<file path="config.mk">
export PLATFORM = sky130hd
export DESIGN_NAME = stage_sequencer
export DESIGN_NICKNAME = d
export VERILOG_FILES = /design/src/rtl/stage_sequencer.sv
export SDC_FILE = /design/constraint.sdc
export NUM_CORES = 1
export LEC_CHECK = 0
export CAP_MARGIN = 20
export CORE_ASPECT_RATIO = 1.5
export CORE_MARGIN = 4
export CORE_UTILIZATION = 48
export CTS_CLUSTER_DIAMETER = 150
export DETAILED_ROUTE_END_ITERATION = 16
export HOLD_SLACK_MARGIN = 0.12
export PLACE_DENSITY = 0.77
export RECOVER_POWER = 25
export REMOVE_ABC_BUFFERS = 1
export SYNTH_ARGS = -nofsm -noshare
export SYNTH_HDL_FRONTEND = slang
export SYNTH_SLANG_ARGS = --single-unit
</file>
<file path="constraint.sdc">
create_clock -name clk -period 2.28 [get_ports clk]
set_input_delay 0.342 -clock clk [delete_from_list [all_inputs] [get_ports clk]]
set_output_delay 0.342 -clock clk [all_outputs]
set_load 0.1 [all_outputs]
</file>
<file path="src/rtl/stage_sequencer.sv">
// Top-level sequencer: steps through NUM_STAGES sub-FSMs with a
// begin/done handshake, then drains each stage's result to the UART.
module stage_sequencer #(
  parameter int NUM_STAGES    = 4,
  parameter int WAIT_WIDTH    = 13,
  parameter int TIMEOUT_WIDTH = 16,
  parameter int SEL_WIDTH     = 3
) (
  input  logic                  clk,
  input  logic                  reset,
  input  logic                  start,
  input  logic                  abort,
  input  logic [WAIT_WIDTH-1:0] wait_len,
  output logic [NUM_STAGES-1:0] begin_stage,
  input  logic [NUM_STAGES-1:0] done_stage,
  output logic [SEL_WIDTH-1:0]  uartsel,
  output logic                  busy,
  output logic                  done,
  output logic                  error,
  output logic [SEL_WIDTH-1:0]  err_stage
);

  typedef enum logic [2:0] {
    IDLE,
    START,
    WAIT_DONE,
    WAIT_UART,
    FINISH,
    ERROR
  } state_t;

  localparam logic [SEL_WIDTH-1:0] LAST =
    SEL_WIDTH'(NUM_STAGES - 1);

  state_t                   state;
  logic [SEL_WIDTH-1:0]     idx;
  logic [SEL_WIDTH-1:0]     err_q;
  logic [TIMEOUT_WIDTH-1:0] tcount;
  logic [WAIT_WIDTH-1:0]    wcount;
  logic [WAIT_WIDTH-1:0]    wait_q;

  always_ff @(posedge clk) begin
    if (!reset) begin
      state  <= IDLE;
      idx    <= '0;
      err_q  <= '0;
      tcount <= '0;
      wcount <= '0;
      wait_q <= '0;
    end else if (abort) begin
      state <= IDLE;
      idx   <= '0;
      err_q <= '0;
    end else begin
      unique case (state)
        IDLE, FINISH: begin
          if (start) begin
            state  <= START;
            idx    <= '0;
            wait_q <= wait_len;
          end
        end
        START: begin
          state  <= WAIT_DONE;
          tcount <= '0;
        end
        WAIT_DONE: begin
          // A completion in the timeout cycle still counts
          if (done_stage[idx]) begin
            state  <= WAIT_UART;
            wcount <= '0;
          end else if (&tcount) begin
            state <= ERROR;
            err_q <= idx;
          end else begin
            tcount <= tcount + 1'b1;
          end
        end
        WAIT_UART: begin
          if (wcount == wait_q) begin
            if (idx == LAST) begin
              state <= FINISH;
            end else begin
              state <= START;
              idx   <= idx + 1'b1;
            end
          end else begin
            wcount <= wcount + 1'b1;
          end
        end
        ERROR: state <= ERROR;
        default: state <= IDLE;
      endcase
    end
  end

  assign begin_stage = (state == START) ?
    (NUM_STAGES'(1) << idx) : '0;
  assign uartsel = (state == WAIT_UART) ?
    (idx + 1'b1) : '0;
  assign busy = (state == START) ||
    (state == WAIT_DONE) || (state == WAIT_UART);
  assign done      = (state == FINISH);
  assign error     = (state == ERROR);
  assign err_stage = err_q;

endmodule

</file>
# [After elaboration in Yosys (flattened, before gate mapping)]
# Index checks and enable logic that the tools add are counted.
[totals] ff_bits=51 latchBits=0 mem_bits_rw=0 mem_bits_ro=0 inputBits=21 out_inout_bits=13 wordCells=64 memories=0
[op_classes] n_addsub=3 multipliers=0 div=0 magnitude_cmp=1 n_eq_ne=15 shift=1 muxes=20 bitwise_logic=3 reduce_logical=15
[ops] op="2-to-1 mux 16 bit" count=2
[ops] op="case mux 16 bit (2 select lines)" count=1
[ops] op="2-to-1 mux 3 bit" count=9
[ops] op="2-to-1 mux 13 bit" count=2
[ops] op="case mux 13 bit (2 select lines)" count=1
[ops] op="AND reduction 18 bit" count=1
[ops] op="adder 16 x 1 -> 16 bit, second input constant" count=1
[ops] op="AND reduction 16 bit" count=1
[ops] op="case mux 3 bit (5 select lines)" count=1
[ops] op="!= test 2 bit, second input constant" count=7
[ops] op="adder 13 x 1 -> 13 bit, second input constant" count=1
[ops] op="equality test 13 bit" count=1
[ops] op="AND reduction 4 bit" count=3
[ops] op="equality test 3 x 2 -> 1 bit, second input constant" count=3
[ops] op="equality test 3 bit, second input constant" count=2
[ops] op="case mux 3 bit (2 select lines)" count=1
[ops] op="AND reduction 3 bit" count=2
[ops] op="nonzero test 2 bit" count=3
[ops] op="2-to-1 mux 4 bit" count=1
[ops] op="OR reduction 2 bit" count=2
[ops] op="left shift 1 x 3 -> 4 bit, first input constant" count=1
[ops] op="adder 3 x 1 -> 3 bit, second input constant" count=1
[ops] op="equality test 3 x 1 -> 1 bit, second input constant" count=1
[ops] op="logical NOT 3 bit" count=1
[ops] op="other kinds (6)" count=9

# [Logic depth before layout (Yosys ltp)]
[depth] word_depth=4 ltp_mapped=8

# [Worst setup path before layout]
# No wires, ideal clock.
[synth_path] path_type="reg2reg" start="register state[1]" end="register idx[0]" setup_time_ns=0.073 arrival_ns=2.646 t_required_ns=2.207 setup_slack_ns=-0.439 stages_incl_launch_ff=7 cell_sequence="dfxtp_1 clkbuf_1 nand2_1 clkbuf_1 nor2_1 o21ai_0 a21oi_1"
[synth_via] elab_chain_cells=4 word_cells_on_any_way=10
[synth_lines] item="from (decl)" line="35" source="state_t state;"
[synth_lines] item="from (signal assigned)" line="44" source="state <= IDLE;"
[synth_lines] item="from (signal assigned)" line="51" source="state <= IDLE;"
[synth_lines] item="from (signal assigned)" line="58" source="state <= START;"
[synth_lines] item="equality test 3 bit / logical NOT 3 bit (equally long branches)" line="55" source="unique case (state)"
[synth_lines] item="OR reduction 2 bit" line="55"
[synth_lines] item="!= test 2 bit (no source line) / nonzero test 2 bit (equally long branches)"
[synth_lines] item="AND reduction 4 bit (no source line)"
[synth_lines] item="to (signal assigned)" line="85" source="idx <= idx + 1'b1;"
[synth_lines] item="to (decl)" line="36" source="logic [SEL_WIDTH-1:0] idx;"
# Parallel ways exist; a longest one is shown, timed or not.
# A chain may end at the register's enable or synchronous reset.

# [Final worst setup path]
[layout_path] start="register state[0]" end="output uartsel[2]"
[layout_via] elab_chain_cells=2
[layout_lines] item="equality test 3 x 2 -> 1 bit" line="99" source="assign uartsel = (state == WAIT_UART) ?"
[layout_lines] item="2-to-1 mux 3 bit" line="99"
[layout_lines] item="to (decl)" line="16" source="output logic [SEL_WIDTH-1:0] uartsel,"
# Every way passes these cells.

==> flow_summary.json <==
{
  "wire_per_inst_um": 16.18,
  "fp-row-count": 34,
  "arrival_ns": 1.85,
  "critical_path_depth": 5,
  "cpLargestDelayFamily": "simple AND/OR/NAND/NOR gates",
  "worstPathCellList": "clkbuf_1 > nor2b_1 > nand2_1 > nor2_1 > buf_12",
  "syn-cell-area_um2": 2851,
  "cts_hold_buffers": 0,
  "clkLatencyLatePin_ns": 0.30,
  "synth-simple-area-share_pct": 28.48,
  "fin_crit_sh_pct": 96.10,
  "synth.distinct_cells": 52,
  "final_nets": 445,
  "core_um2": 5786,
  "start_util_pct": 49.29,
  "rsz0062_at_grt": "no",
  "viasPerCell": 6.053,
  "muxShareOfSynthArea_pct": 2.589,
  "drive_above_1_share_pct": 14.59,
  "io_pins": 34,
  "synth_top_area_cell": "dfxtp_1",
  "cts_sinks": 51,
  "route.detailed.drc": 0,
  "antennaDiodeCount": 0,
  "yosysMostFrequentCell": "nand2_1",
  "ir_worst_vdd_v": 0.0003345,
  "synth_common_cells": "54 x nand2_1, 51 x dfxtp_1, 32 x o21ai_0",
  "synth_area_leaders": "dfxtp_1 36%, nand2_1 7.1%, o21ai_0 5.6%",
  "final_hold_viol_count": 0,
  "place_congestion": 0.8509,
  "portBuffers": 33,
  "n_fill_cell": 542,
  "die-height_um": 102.4,
  "finalPower_mw": 1.625,
  "synthXorXnorAreaFrac_pct": 3.993,
  "die-area_um2": 7263,
  "ctsRootBufferMaster": "clkbuf_8",
  "leakagePower_nw": 1.235,
  "ys.warnings.count": 0,
  "path_buf_inv": 2,
  "synth_top_family_by_area": "simple AND/OR/NAND/NOR gates",
  "path_clk_slew_ns": 0.08,
  "p_per_area_nw_per_um2": 456.9,
  "cts_setup_buffers": 0,
  "synth-seq-cells": 51,
  "initialDrtViolationCount": 176,
  "dr_total_vias": 2966,
  "drtAntennaViolNets": 0,
  "dp_hpwl_um": 6278,
  "synth_edf_count": 0,
  "slew_violations": 0,
  "pre_cts_ws_ns": -0.1166,
  "grt_first_pass_wirelength_um": 13410,
  "worstPathMaxFanout": 9,
  "avgSynthCellArea_um2": 7.791,
  "cts_tree": "yes",
  "die_x_um": 70.93,
  "timing.fmax_ghz": 0.4564,
  "crit_required_ns": 1.94,
  "synthArstFlopShare_pct": 0,
  "fin_util_pct": 61.46,
  "cts_buffers": 5,
  "cap_violations": 0,
  "multi_input_area_um2": 1719,
  "grt_antenna_before_repair": 0,
  "max_stage_delay_ns": 0.39,
  "crit_type": "reg2out",
  "ys.flop_type": "dfxtp_1",
  "rr_worst_depth": 6,
  "grt_usage_pct": 22.76,
  "fin_ws_ns": 0.08884,
  "synth_fa_ha_area_share_pct": 3.072,
  "relSlewSlack_pct": 22.16,
  "yosys.area.top_type_share_pct": 35.81,
  "grt_pass1_vias": 2869,
  "clock_skew_ns": 0.007907,
  "outcome": "complete, no violations",
  "cts_max_level": 2,
  "ys_seq_area_share_pct": 35.81,
  "cts_resized": 0,
  "area_growth_pct": 24.70,
  "synth_cells": 366,
  "min_path_type": "reg2reg",
  "setup_viol": 0,
  "firstDrtPassIters": 5,
  "period_needed_ns": 2.191,
  "wl_um": 7926,
  "worst_pin_slew_ns": 1.173,
  "grt_max_degree": 15,
  "seqCellArea_um2": 1021,
  "holdPathStages": 2,
  "start_kind": "flop",
  "cpMaxStageDelayCell": "dfxtp_1",
  "endpoint_kind": "output pin",
  "grt_overflow_total": 0,
  "synth_compound_area_share_pct": 21.94,
  "cts_buffer_depth": 2
}
[cell type report]
class                      instances  area share (%)
multi-input combinational        286           48.35
sequential                        51           28.71
timing repair buffer              65           17.28
tap                               72           2.533
clock buffer                       7           2.146
inverter                           8          0.8445
clock inverter                     1          0.1407
[layout by cell type (no fill, tap or decap), types with 3 or more instances in the layout]
cell type        count
mux2i_1              4
nand3b_1             3
o31ai_1              8
nand2_1             54
nor4_1               7
buf_4               30
a31o_2               3
clkdlybuf4s50_1     20
inv_1                8
a41oi_1              3
o21ai_0             31
o311ai_1             3
nand3_1             15
clkbuf_8             5
a21oi_1             28
buf_12               8
and3_1               5
dfxtp_1             51
nor3_1               5
or3_1                6
o311a_1              3
a31oi_1              6
and2_1               7
ha_1                 7
nand4_1             14
nor2_1              26
xnor2_1             13
clkbuf_1             7
[stage by stage]
step           hold slack (ns)  std cells  setup TNS [ns]  instance area [um2]
4_1_cts                 0.4734        490               0                 3586
6_report                0.4705        490               0                 3556
5_1_grt                 0.4824        490               0                 3556
3_3_place_gp            0.4599        482        -0.05166                 3505
2_1_floorplan           0.4377        345          -1.798                 2764
3_5_place_dp            0.4608        482         -0.8221                 3505
[path summary, 6_finish.rpt]
| check | end | start | slack, ns |
|---|---|---|---|
| max | uartsel[2] | state[0]$_SDFFE_PP0P_ | 0.09 |
| min | wait_q[6]$_SDFFE_PN0P_ | wait_q[6]$_SDFFE_PN0P_ | 0.47 |
| max reg2reg | tcount[12]$_SDFFE_PN0P_ | idx[0]$_SDFFE_PP0P_ | 0.23 |
| min reg2reg | wait_q[6]$_SDFFE_PN0P_ | wait_q[6]$_SDFFE_PN0P_ | 0.47 |
[tightest hold or removal path, delay by kind of cell (launching register included)]
kind,cells,cell delay [ns]
and+or+nand+nor,1,0.05
AOI/OAI and AO/OA,1,0.05
DFF,1,0.32
[registers in the layout (all words and copies together) (netlist names)]
name,cells
tcount,16
wcount,13
err_stage,3
state,3
idx,3
wait_q,13
[logic make-up (layout without fill, tap and decap cells)]
group,Yosys count,after routing
simple gates,159,159
compound gates,101,101
flops,51,51
buf+inv,29,81
xor+xnor,13,13
fa+ha+maj,7,7
mux,6,6
[layer usage]
metal / vias to the layer above / routed length [um] / GRT usage (%)
li1: 1446 / - / -
met3: 21 / 299 / 3.248
met4: 0 / 224 / 11.87
met2: 94 / 4341 / 41.89
met1: 1405 / 3061 / 25.09
met5: - / 0 / 0
[power by group]
part,switching (mW),total (mW),internal (mW)
Clock,0.282,0.498,0.216
Sequential,0.00897,0.912,0.903
Combinational,0.128,0.215,0.0876
Power figures use the tool's default switching activity.
